$ cat config.mk
export PLATFORM = sky130hd
export DESIGN_NAME = fixed_multiplier
export DESIGN_NICKNAME = d
export VERILOG_FILES = /design/src/rtl/fixed_multiplier.sv
export SDC_FILE = /design/constraint.sdc
export NUM_CORES = 1
export LEC_CHECK = 0
export ABC_CLOCK_PERIOD_IN_PS = 5760
export CORE_ASPECT_RATIO = 1.25
export CORE_MARGIN = 3
export CORE_UTILIZATION = 60
export CTS_BUF_LIST = sky130_fd_sc_hd__clkbuf_8
export DETAILED_ROUTE_END_ITERATION = 10
export GPL_ROUTABILITY_DRIVEN = 0
export HOLD_SLACK_MARGIN = 0.02
export PLACE_DENSITY_LB_ADDON = 0.3
export SYNTH_ARGS = -nofsm -noshare
export SYNTH_HDL_FRONTEND = slang
export SYNTH_SLANG_ARGS = --single-unit
export TNS_END_PERCENT = 100
$ cat constraint.sdc
create_clock -name clk -period 5.76 [get_ports clk]
set_input_delay 1.152 -clock clk [delete_from_list [all_inputs] [get_ports clk]]
set_output_delay 1.152 -clock clk [all_outputs]
set_load 0.02 [all_outputs]
$ cat src/rtl/fixed_multiplier.sv
// fixed_multiplier: 3-stage pipelined signed fixed-point multiplier.
// Computes in1 (WI1.WF1) * in2 (WI2.WF2) and requantises the product to WIO.WFO
// with saturation. Truncation toward -inf by default; round-half-up when the
// FIXED_MUL_ROUND_EN macro is defined. Valid/ready on both sides, global stall.
module fixed_multiplier #(
    parameter int WI1  = 4,
    parameter int WF1  = 3,
    parameter int WI2  = 6,
    parameter int WF2  = 2,
    parameter int WIO  = 9,
    parameter int WFO  = 5,
    parameter int CNTW = 8
) (
    input  logic                          clk,
    input  logic                          rst,
    input  logic signed [WI1+WF1-1:0]     in1,
    input  logic signed [WI2+WF2-1:0]     in2,
    input  logic                          in_valid,
    output logic                          in_ready,
    output logic signed [WIO+WFO-1:0]     out,
    output logic                          ovf,
    output logic                          out_valid,
    input  logic                          out_ready,
    output logic [CNTW-1:0]               ovf_cnt
);

    localparam int N1  = WI1 + WF1;
    localparam int N2  = WI2 + WF2;
    localparam int NO  = WIO + WFO;
    // One guard bit above N1+N2 so -min * -min can never wrap.
    localparam int PW  = N1 + N2 + 1;
    localparam int D   = WF1 + WF2 - WFO;
    localparam int DR  = (D > 0) ? D : 0;
    localparam int DL  = (D < 0) ? -D : 0;
    // Alignment workspace: wide enough for left shift, rounding carry and the
    // output limits, so every comparison below is exact.
    localparam int AW0 = PW + DL + 1;
    localparam int AW  = (AW0 > NO + 1) ? AW0 : NO + 1;

`ifdef FIXED_MUL_ROUND_EN
    localparam bit ROUND_EN = 1'b1;
`else
    localparam bit ROUND_EN = 1'b0;
`endif

    localparam logic signed [AW-1:0] RND_K =
        (ROUND_EN && (DR > 0)) ? ({{(AW-1){1'b0}}, 1'b1} << ((DR > 0) ? (DR - 1) : 0))
                               : {AW{1'b0}};
    localparam logic signed [AW-1:0] MAX_V   = {{(AW-NO+1){1'b0}}, {(NO-1){1'b1}}};
    localparam logic signed [AW-1:0] MIN_V   = {{(AW-NO+1){1'b1}}, {(NO-1){1'b0}}};
    localparam logic [NO-1:0]        OUT_MAX = {1'b0, {(NO-1){1'b1}}};
    localparam logic [NO-1:0]        OUT_MIN = {1'b1, {(NO-1){1'b0}}};

    // Align the exact product to the output fraction, optionally round, then
    // clamp. Returns {value, overflow_flag}.
    function automatic logic [NO:0] requant(input logic signed [PW-1:0] p);
        logic signed [AW-1:0] x;
        x = AW'(p);
        x = x + RND_K;
        x = x >>> DR;
        x = x <<< DL;
        if (x > MAX_V) begin
            requant = {OUT_MAX, 1'b1};
        end else if (x < MIN_V) begin
            requant = {OUT_MIN, 1'b1};
        end else begin
            requant = {x[NO-1:0], 1'b0};
        end
    endfunction

    logic                   adv_s;
    logic [NO:0]            q_s;

    logic                   v1_r;
    logic signed [N1-1:0]   a_r;
    logic signed [N2-1:0]   b_r;
    logic                   v2_r;
    logic signed [PW-1:0]   p_r;
    logic                   v3_r;
    logic signed [NO-1:0]   out_r;
    logic                   ovf_r;
    logic [CNTW-1:0]        cnt_r;

    // Global advance condition and requantisation of the stage-2 product.
    always_comb begin
        adv_s = out_ready || !v3_r;
        q_s   = requant(p_r);
    end

    // Stage 1: capture operands.
    always_ff @(posedge clk) begin
        if (rst) begin
            v1_r <= 1'b0;
            a_r  <= '0;
            b_r  <= '0;
        end else if (adv_s) begin
            v1_r <= in_valid;
            if (in_valid) begin
                a_r <= in1;
                b_r <= in2;
            end
        end
    end

    // Stage 2: exact full-width signed product.
    always_ff @(posedge clk) begin
        if (rst) begin
            v2_r <= 1'b0;
            p_r  <= '0;
        end else if (adv_s) begin
            v2_r <= v1_r;
            if (v1_r) begin
                p_r <= PW'(a_r) * PW'(b_r);
            end
        end
    end

    // Stage 3: registered requantised result and overflow flag.
    always_ff @(posedge clk) begin
        if (rst) begin
            v3_r  <= 1'b0;
            out_r <= '0;
            ovf_r <= 1'b0;
        end else if (adv_s) begin
            v3_r <= v2_r;
            if (v2_r) begin
                out_r <= q_s[NO:1];
                ovf_r <= q_s[0];
            end
        end
    end

    // Saturating count of overflowed samples actually handed downstream.
    always_ff @(posedge clk) begin
        if (rst) begin
            cnt_r <= '0;
        end else if (v3_r && out_ready && ovf_r && (cnt_r != {CNTW{1'b1}})) begin
            cnt_r <= cnt_r + CNTW'(1);
        end
    end

    assign in_ready  = adv_s;
    assign out       = out_r;
    assign ovf       = ovf_r;
    assign out_valid = v3_r;
    assign ovf_cnt   = cnt_r;

endmodule

# --- Word level (Yosys, flattened, before mapping) ---
# Index checks and enable logic that the tools add are counted.
word_totals:
  word_cells: 24
  out_inout_bits: 25
  in_bits: 19
  regBits: 56
op_classes:
  magnitude_cmp: 2
  mux: 2
  n_mul: 1
  eq_ne: 1
  n_reduce_logical: 8
  addsub: 1
op_table:
  columns: ["op", "n"]
  rows:
  - ["$mux W15", 2]
  - ["$gt A15 B14 Y1 const B", 1]
  - ["$lt A15 B14 Y1 const B", 1]
  - ["$mul A7 B8 Y15", 1]
  - ["$add A8 B1 Y8 const B", 1]
  - ["$ne A8 B8 Y1 const B", 1]
  - ["$reduce_and A2 Y1", 3]
  - ["$logic_and A1 B1 Y1", 3]
  - ["$logic_not A1 Y1", 1]
  - ["$logic_or A1 B1 Y1", 1]

# --- Logic depth before layout (Yosys ltp) ---
depth:
  word_depth: 3
  depth_mapped: 17
  ltp_nobuf: 17

# --- Worst setup path after synthesis ---
# No wires, ideal clock.
synth_timing:
  path_type: "register -> register"
  from: "reg a_r[3]"
  to: "reg p_r[12]"
  required_ps: 5698
  period_less_slack_ps: 4357
  path_slack_ps: 1403
  path_stages_with_launch: 18
  setup_ps: 62
  arrival_ps: 4295
  path_buffers: 1
  cell_sequence: "dfxtp_1 -> clkbuf_1 -> and2_1 -> fa_1 -> inv_1 -> fa_1 -> inv_1 -> fa_1 -> inv_1 -> fa_1 -> inv_1 -> ha_1 -> a21o_1 -> a21oi_2 -> nand2_2 -> o21ba_1 -> or4_1 -> nand3_1"
synth_via:
  elab_chain_len: 1
synth_rtl:
  columns: ["element", "line_no", "text"]
  rows:
  - ["start, declared", "75", "logic signed [N1-1:0] a_r;"]
  - ["start signal, assigned", "99", "a_r <= in1;"]
  - ["$mul A7 B8 Y15", "113", "p_r <= PW'(a_r) * PW'(b_r);"]
  - ["end signal, assigned", "113", null]
  - ["end, declared", "78", "logic signed [PW-1:0] p_r;"]
# Every way passes these cells.
# A chain may end at the register's enable or synchronous reset.

# --- Worst setup path after layout ---
# Same ends and word-level chain as after synthesis.

==> flow_results.xml <==
<?xml version="1.0" encoding="UTF-8"?>
<metrics>
  <group name="run_status">
    <metric name="outcome" unit="">finished clean</metric>
  </group>
  <group name="yosys">
    <metric name="yosys-top-cells-count" unit="">sky130_fd_sc_hd__nand2_1 (77), sky130_fd_sc_hd__inv_1 (76), sky130_fd_sc_hd__dfxtp_1 (56)</metric>
    <metric name="synthesized_instance_count" unit="">528</metric>
    <metric name="yosysTopAreaCellShare" unit="">0.258</metric>
    <metric name="synth-seq-area-share" unit="">0.258</metric>
    <metric name="asyncSetResetFlopFracSynth" unit="">0</metric>
    <metric name="syn_area" unit="mm2">0.00435</metric>
    <metric name="synthMostInstantiatedCell" unit="">sky130_fd_sc_hd__nand2_1</metric>
    <metric name="synth_edf_count" unit="">0</metric>
    <metric name="yosys-top-cells-area" unit="">sky130_fd_sc_hd__dfxtp_1 (26%), sky130_fd_sc_hd__fa_1 (20%), sky130_fd_sc_hd__ha_1 (8.9%)</metric>
    <metric name="synthesis.yosys.warnings" unit="">0</metric>
    <metric name="synth_area_leader_cell" unit="">sky130_fd_sc_hd__dfxtp_1</metric>
    <metric name="dominantRegCellSynth" unit="">sky130_fd_sc_hd__dfxtp_1</metric>
    <metric name="mean_area_per_synthesized_cell" unit="um2">8.23</metric>
    <metric name="syn_nets" unit="">622</metric>
    <metric name="synth-seq-cells" unit="">56</metric>
    <metric name="synth.distinct_cells" unit="">37</metric>
  </group>
  <group name="clock_network">
    <metric name="cts.hold.buffers_added" unit="">0</metric>
    <metric name="cts.clk_slew.worst_paths" unit="ns">0.11</metric>
    <metric name="clock_latency" unit="ns">0.31</metric>
    <metric name="cts_resized" unit="">0</metric>
    <metric name="cts-buffers-inserted" unit="">5</metric>
    <metric name="htreeDepth" unit="">2</metric>
    <metric name="clock_tree_from_tritoncts" unit="">done</metric>
    <metric name="cts.sinks" unit="">56</metric>
    <metric name="postCtsSetupRepairBufs" unit="">0</metric>
    <metric name="clockBufferDepth" unit="">2</metric>
    <metric name="cts-root-buf" unit="">sky130_fd_sc_hd__clkbuf_8</metric>
  </group>
  <group name="grt">
    <metric name="maximum_number_of_pins_on_one_net_before_global_route_repair" unit="">44</metric>
    <metric name="grt_util_all_layers" unit="">0.228</metric>
    <metric name="antenna_violations_before_repair" unit="">0</metric>
    <metric name="vias_in_the_first_global_route" unit="">3464</metric>
    <metric name="grt_first_pass_wirelength" unit="um">15000</metric>
    <metric name="total_congestion_overflow_after_global_routing" unit="">0</metric>
  </group>
  <group name="drt">
    <metric name="route.detailed.vias_per_inst" unit="">5.39</metric>
    <metric name="drt_iter0_markers" unit="">144</metric>
    <metric name="vias" unit="">3512</metric>
    <metric name="detailedRoute.firstPassIterationCount" unit="">4</metric>
    <metric name="routed_wirelength" unit="um">8650</metric>
    <metric name="routedWlPerCell" unit="um">13.3</metric>
    <metric name="drt_antenna_net_count" unit="">0</metric>
    <metric name="route.detailed.drc" unit="">0</metric>
  </group>
  <group name="placed_design">
    <metric name="total_placed_instance_area" unit="mm2">0.00482</metric>
    <metric name="io_buffer_count" unit="">43</metric>
    <metric name="dpl.hpwl" unit="um">6850</metric>
  </group>
  <group name="floorplanning">
    <metric name="die-area" unit="mm2">0.00831</metric>
    <metric name="core.rowCount" unit="">34</metric>
    <metric name="chipHeight" unit="um">101</metric>
    <metric name="die_width" unit="um">82.1</metric>
    <metric name="design.portCount" unit="">44</metric>
    <metric name="initial_core_util" unit="">0.619</metric>
    <metric name="fp.coreArea" unit="mm2">0.00702</metric>
  </group>
  <group name="power_and_ir_drop">
    <metric name="power.density" unit="mW/mm2">185</metric>
    <metric name="irDropWorstVdd" unit="mV">0.194</metric>
    <metric name="static-leakage-power" unit="uW">0.00227</metric>
  </group>
  <group name="sta">
    <metric name="setup_viol" unit="">0</metric>
    <metric name="slew_viol_final" unit="">0</metric>
    <metric name="finalCritPeriodShare" unit="">0.792</metric>
    <metric name="final_period_demand_of_the_worst_path" unit="ns">4.56</metric>
    <metric name="skew" unit="ns">0.00859</metric>
    <metric name="hold_viol" unit="">0</metric>
    <metric name="maxSlewHeadroom" unit="">0.469</metric>
    <metric name="worst_pin_slew" unit="ns">0.796</metric>
    <metric name="setup_repair_after_global_routing_missed_its_margin" unit="">false</metric>
    <metric name="setup-tns-final" unit="ns">0</metric>
    <metric name="maxClockFrequency" unit="MHz">219</metric>
  </group>
  <group name="job">
    <metric name="maximum_capacitance_violations" unit="">0</metric>
  </group>
  <group name="layout">
    <metric name="fillcell_total" unit="">548</metric>
    <metric name="flow.area_growth_from_synthesis" unit="%">14.1</metric>
    <metric name="layout.cell_area.non_filler" unit="mm2">0.00496</metric>
    <metric name="num_antenna_cells" unit="">0</metric>
    <metric name="final_layout_size_suffix_gt1_frac" unit="">0.0232</metric>
    <metric name="final_nets" unit="">654</metric>
  </group>
  <group name="worst_setup_path">
    <metric name="worstSetupEndpointType" unit="">flip-flop</metric>
    <metric name="worst_r2r_endpoint" unit="">p_r[12]</metric>
    <metric name="ff2ff_path_depth" unit="">16</metric>
    <metric name="timing.rr.start" unit="">a_r[3]</metric>
    <metric name="timing.setup.critical_path_class" unit="">reg -&gt; reg</metric>
    <metric name="startpoint_type" unit="">flip-flop</metric>
    <metric name="critical_path_peak_fanout" unit="">9</metric>
    <metric name="reg2reg_slack" unit="ns">1.20</metric>
    <metric name="arrival" unit="ns">4.81</metric>
    <metric name="worst_ep_required_time" unit="ns">6.01</metric>
  </group>
  <group name="hold_path">
    <metric name="worst_hold_startpoint" unit="">p_r[8]</metric>
    <metric name="worst_hold_path_type" unit="">reg -&gt; reg</metric>
    <metric name="worstHoldEndpoint" unit="">p_r[8]</metric>
    <metric name="whs_path_depth" unit="">2</metric>
  </group>
</metrics>
-- kinds of logic after synthesis --
kind of cell | synth area share
AO/OA/AOI/OAI | 0.127
XOR/XNOR | 0.0383
adder cells (fa/ha/maj) | 0.292
buffers and inverters | 0.0829
flip-flops | 0.258
multiplexers | 0.00460
AND/OR/NAND/NOR | 0.198
-- worst max path at each step --
stage | cells past startpoint | slack (ns) | endpoint | startpoint
floorplan | 17 | 1.40 | p_r[12] | a_r[3]
global placement | 16 | 1.37 | p_r[12] | a_r[3]
detailed placement | 16 | 1.27 | p_r[14] | a_r[2]
CTS | 16 | 1.23 | p_r[12] | a_r[3]
global route | 16 | 0.96 | p_r[14] | a_r[2]
finish | 16 | 1.20 | p_r[12] | a_r[3]
-- worst max-delay path: stages, from the launching register on --
cell                      delay [ns]
sky130_fd_sc_hd__dfxtp_1        0.39
sky130_fd_sc_hd__and2_1         0.21
sky130_fd_sc_hd__fa_1           0.53
sky130_fd_sc_hd__inv_1          0.05
sky130_fd_sc_hd__fa_1           0.49
sky130_fd_sc_hd__inv_1          0.06
sky130_fd_sc_hd__fa_1           0.53
sky130_fd_sc_hd__inv_1          0.06
sky130_fd_sc_hd__fa_1           0.53
sky130_fd_sc_hd__inv_1          0.05
sky130_fd_sc_hd__ha_1           0.34
sky130_fd_sc_hd__a21o_1         0.21
sky130_fd_sc_hd__a21oi_2        0.21
sky130_fd_sc_hd__nand2_2        0.09
sky130_fd_sc_hd__o21ba_1        0.18
sky130_fd_sc_hd__or4_1          0.48
sky130_fd_sc_hd__nand3_1        0.09
-- layout make-up --
cell class,count,area (um2),area share
well taps,90,113,0.0227
repair buffers,44,438,0.0883
clock buffers,5,68.8,0.0139
inverters,76,285,0.0575
flip-flops and latches,56,1120,0.226
clock inverters,3,68.8,0.0139
multi-input cells,377,2870,0.578
-- flip-flops by register name, summed over array words and instances (netlist names), 7 cells and up --
| register | cells |
|---|---|
| b_r | 8 |
| a_r | 7 |
| out | 14 |
| p_r | 15 |
| ovf_cnt | 8 |
-- where the power goes --
group | switching [uW] | internal (uW)
combinational | 105 | 80.7
sequential | 21.5 | 405
clock | 132 | 175
total | 259 | 661
-- routing by layer --
metal	routed length, um	vias up	track usage	part of all wire
met5	0	-	0	0
met4	165	0	0.0588	0.019
met3	327	19	0.0302	0.038
met2	4550	90	0.414	0.53
met1	3610	1665	0.280	0.42
li1	-	1738	-	-
-- placed cells by master (no fill, tap or decap), types with 4 or more instances in the layout --
cell,synthesis,layout
sky130_fd_sc_hd__nand2_1,77,77
sky130_fd_sc_hd__clkbuf_8,0,5
sky130_fd_sc_hd__and2_1,34,34
sky130_fd_sc_hd__dfxtp_1,56,56
sky130_fd_sc_hd__ha_1,31,31
sky130_fd_sc_hd__xnor2_1,13,13
sky130_fd_sc_hd__a31oi_1,6,6
sky130_fd_sc_hd__nor3_1,4,4
sky130_fd_sc_hd__a21o_1,4,4
sky130_fd_sc_hd__clkdlybuf4s50_1,0,43
sky130_fd_sc_hd__nand3_1,6,6
sky130_fd_sc_hd__a21oi_1,50,50
sky130_fd_sc_hd__nor2_1,41,41
sky130_fd_sc_hd__o21a_1,4,4
sky130_fd_sc_hd__o21ai_0,21,21
sky130_fd_sc_hd__xor2_1,6,6
sky130_fd_sc_hd__inv_1,76,76
sky130_fd_sc_hd__fa_1,44,44
sky130_fd_sc_hd__nand2b_1,6,6
-- metrics by stage --
| stage | instances | utilization | setup slack (ns) | hold slack [ns] | total power, uW |
|---|---|---|---|---|---|
| 6_report | 651 | 0.707 | 1.20 | 0.462 | 920 |
| 3_3_place_gp | 643 | 0.687 | 1.37 | 0.439 | 613 |
| 4_1_cts | 651 | 0.707 | 1.23 | 0.467 | 925 |
| 5_1_grt | 651 | 0.707 | 0.958 | 0.504 | 970 |
| 3_5_place_dp | 643 | 0.687 | 1.27 | 0.454 | 621 |
| 2_1_floorplan | 528 | - | 1.40 | 0.432 | 565 |
Note: power is estimated with default switching activity, not from simulation.
==> patch (same flow settings) <==
Make the reset (`rst`) asynchronous in 4 clocked blocks.
--- a/src/rtl/fixed_multiplier.sv
+++ b/src/rtl/fixed_multiplier.sv
@@ -88,7 +88,7 @@
     end
 
     // Stage 1: capture operands.
-    always_ff @(posedge clk) begin
+    always_ff @(posedge clk or posedge rst) begin
         if (rst) begin
             v1_r <= 1'b0;
             a_r  <= '0;
@@ -103,7 +103,7 @@
     end
 
     // Stage 2: exact full-width signed product.
-    always_ff @(posedge clk) begin
+    always_ff @(posedge clk or posedge rst) begin
         if (rst) begin
             v2_r <= 1'b0;
             p_r  <= '0;
@@ -116,7 +116,7 @@
     end
 
     // Stage 3: registered requantised result and overflow flag.
-    always_ff @(posedge clk) begin
+    always_ff @(posedge clk or posedge rst) begin
         if (rst) begin
             v3_r  <= 1'b0;
             out_r <= '0;
@@ -131,7 +131,7 @@
     end
 
     // Saturating count of overflowed samples actually handed downstream.
-    always_ff @(posedge clk) begin
+    always_ff @(posedge clk or posedge rst) begin
         if (rst) begin
             cnt_r <= '0;
         end else if (v3_r && out_ready && ovf_r && (cnt_r != {CNTW{1'b1}})) begin
Formal check against the unedited RTL: differs if rst is asserted again (counterexample within 4 cycles, from zero or initial values and one cycle with rst high); with rst held inactive, the same outputs for 4 cycles.
==> patch against the original RTL <==
- design area grew 2.6%
- setup slack lost 0.12 ns
- fmax shrank 2.6%
- worst hold slack gained 0.024 ns
- sequential cell count is the same
- synthesized area grew 3.4%
- synthesized cell count shrank 13%
- routed wire length shrank 6.3%
- sequential share of layout area grew 4.9 points
- critical path type unchanged
Power is not shown: default switching activity piles up to over one toggle a cycle in this logic, so the estimate is an artifact.
==> patch: results (changes against the original RTL) <==
.. list-table::
   :header-rows: 1

   * - Metric
     - Value
   * - Run status
     - completed (unchanged)
   * - Nonclk buf count
     - 43 (was 44)
   * - Startpoint of the worst register-to-register path
     - a_r[2] (was a_r[3])
   * - Fraction of area in non-clock buffers
     - 8.458% (was 8.827%)
   * - Footprint of the multi-input gates
     - 0.002755 sq mm (was 0.002867 sq mm)
   * - Reg2reg path depth
     - 15 (was 16)
   * - Post-layout net count
     - 593 (was 654)
   * - Clock skew
     - 0.009965 ns (was 0.008592 ns)
   * - Portion of the post-synthesis area used by sequential elements
     - 31.18% (was 25.78%)
   * - Maximum number of pins on one net before global-route repair
     - 57 (was 44)
   * - Transition time of the tightest slew-check pin
     - 1.105 ns (was 0.7958 ns)
   * - Number of filler cells placed in the layout
     - 524 (was 548)
   * - Min-Delay Startpoint
     - out[7] (was p_r[8])
   * - Congestion Overflow GR
     - 0 (unchanged)
   * - Count of different cell masters after synthesis
     - 43 (was 37)
   * - Fraction of final layout cells sized beyond drive strength 1
     - 7.600% (was 2.317%)
   * - Detailed placer's ending HPWL
     - 6431 um (was 6848 um)
   * - Worst slack on hold paths
     - 0.4866 ns (was 0.4625 ns)
   * - Non-clock inverter count in the final layout
     - 78 (was 76)
   * - Worst hold path type
     - register to register (unchanged)
   * - Placed cell count
     - 582 (was 643)
   * - Detailed Route Iter0 Violations
     - 178 (was 144)
   * - Destination of the critical timing path
     - p_r[14] (was p_r[12])
   * - Syn Area/Cell
     - 9.792 sq um (was 8.235 sq um)
   * - Endpoint with the worst hold slack
     - out[7] (was p_r[8])
   * - Worst-case register-to-register setup slack
     - 1.08 ns (was 1.20 ns)
   * - Post-Synthesis Net Count
     - 553 (was 622)
   * - Detailed Routing Iterations Pass 1
     - 4 (unchanged)
   * - Clock network area share
     - 1.893% (was 2.774%)
   * - Largest fanout on the critical path
     - 9 (unchanged)
   * - Delay contributed by the slowest stage of the critical path
     - 0.62 ns (was 0.53 ns)
   * - Leading cell types by count after synthesis
     - inv_1 (78), nand2_1 (64), dfrtp_1 (56) (was nand2_1 (77), inv_1 (76), dfxtp_1 (56))
   * - Final Routed Wirelength
     - 8101 um (was 8645 um)
   * - Multi-input gates
     - 315 (was 377)
   * - Non-filler cells in the finished layout
     - 590 (was 651)
   * - Leading post-synthesis cells by cell area
     - dfrtp_1 (31%), fa_1 (20%), ha_1 (8.6%) (was dfxtp_1 (26%), fa_1 (20%), ha_1 (8.9%))
   * - Aggregate global-route resource usage
     - 20.36% (was 22.77%)
   * - Async set-or-reset flop fraction in the synthesized netlist
     - 100.0% (was 0%)
   * - Vias in the first global route
     - 3,144 (was 3,464)
## patch: changes by cell type after synthesis, moves of 3 or more
| cell | unedited run | this run |
|---|---|---|
| a21oi_1 | 50 | 7 |
| a31oi_1 | 6 | 2 |
| and2_1 | 34 | 31 |
| clkbuf_1 | 14 | 6 |
| dfrtp_1 | 0 | 56 |
| dfxtp_1 | 56 | 0 |
| mux2_2 | 0 | 21 |
| nand2_1 | 77 | 64 |
| nor2_1 | 41 | 9 |
| nor3_1 | 4 | 1 |
| o21ai_0 | 21 | 41 |
## patch: metal layers
layer | vias up | global-route usage (%) | share of wire [%]
li1 | 1548 | - | -
met1 | 1535 | 25.05 | 43
met5 | - | 0 | 0
met2 | 63 | 38.21 | 52
met4 | 0 | 5.817 | 1.8
met3 | 16 | 2.398 | 3.1
## patch: worst max-delay path: cells and delay by family (launching register included)
kind                     cells  cell delay (ns)
adder cells (fa/ha/maj)      5             2.62
AO/OA/AOI/OAI                4             0.85
flip-flops                   1             0.48
AND/OR/NAND/NOR              2             0.41
buffers and inverters        4             0.21
## patch: logic make-up (layout without fill, tap and decap cells)
logic type | after synthesis | after routing | share of synthesized area (%)
muxes | 21 | 21 | 5.262
xor gates and xnor gates | 21 | 21 | 4.093
DFF | 56 | 56 | 31.18
buffers and inverters | 88 | 129 | 7.517
AOI/OAI and AO/OA | 71 | 71 | 9.994
and+or+nand+nor | 127 | 127 | 13.73
adders and majority gates | 75 | 75 | 28.23
## patch: through the flow
stage | area, sq um | setup slack (ns)
after floorplan | 4494 | 1.383
after CTS | 5089 | 1.049
final | 5089 | 1.079
after detailed placement | 4992 | 1.071
after global routing | 5089 | 0.8356
after global placement | 4992 | 1.246
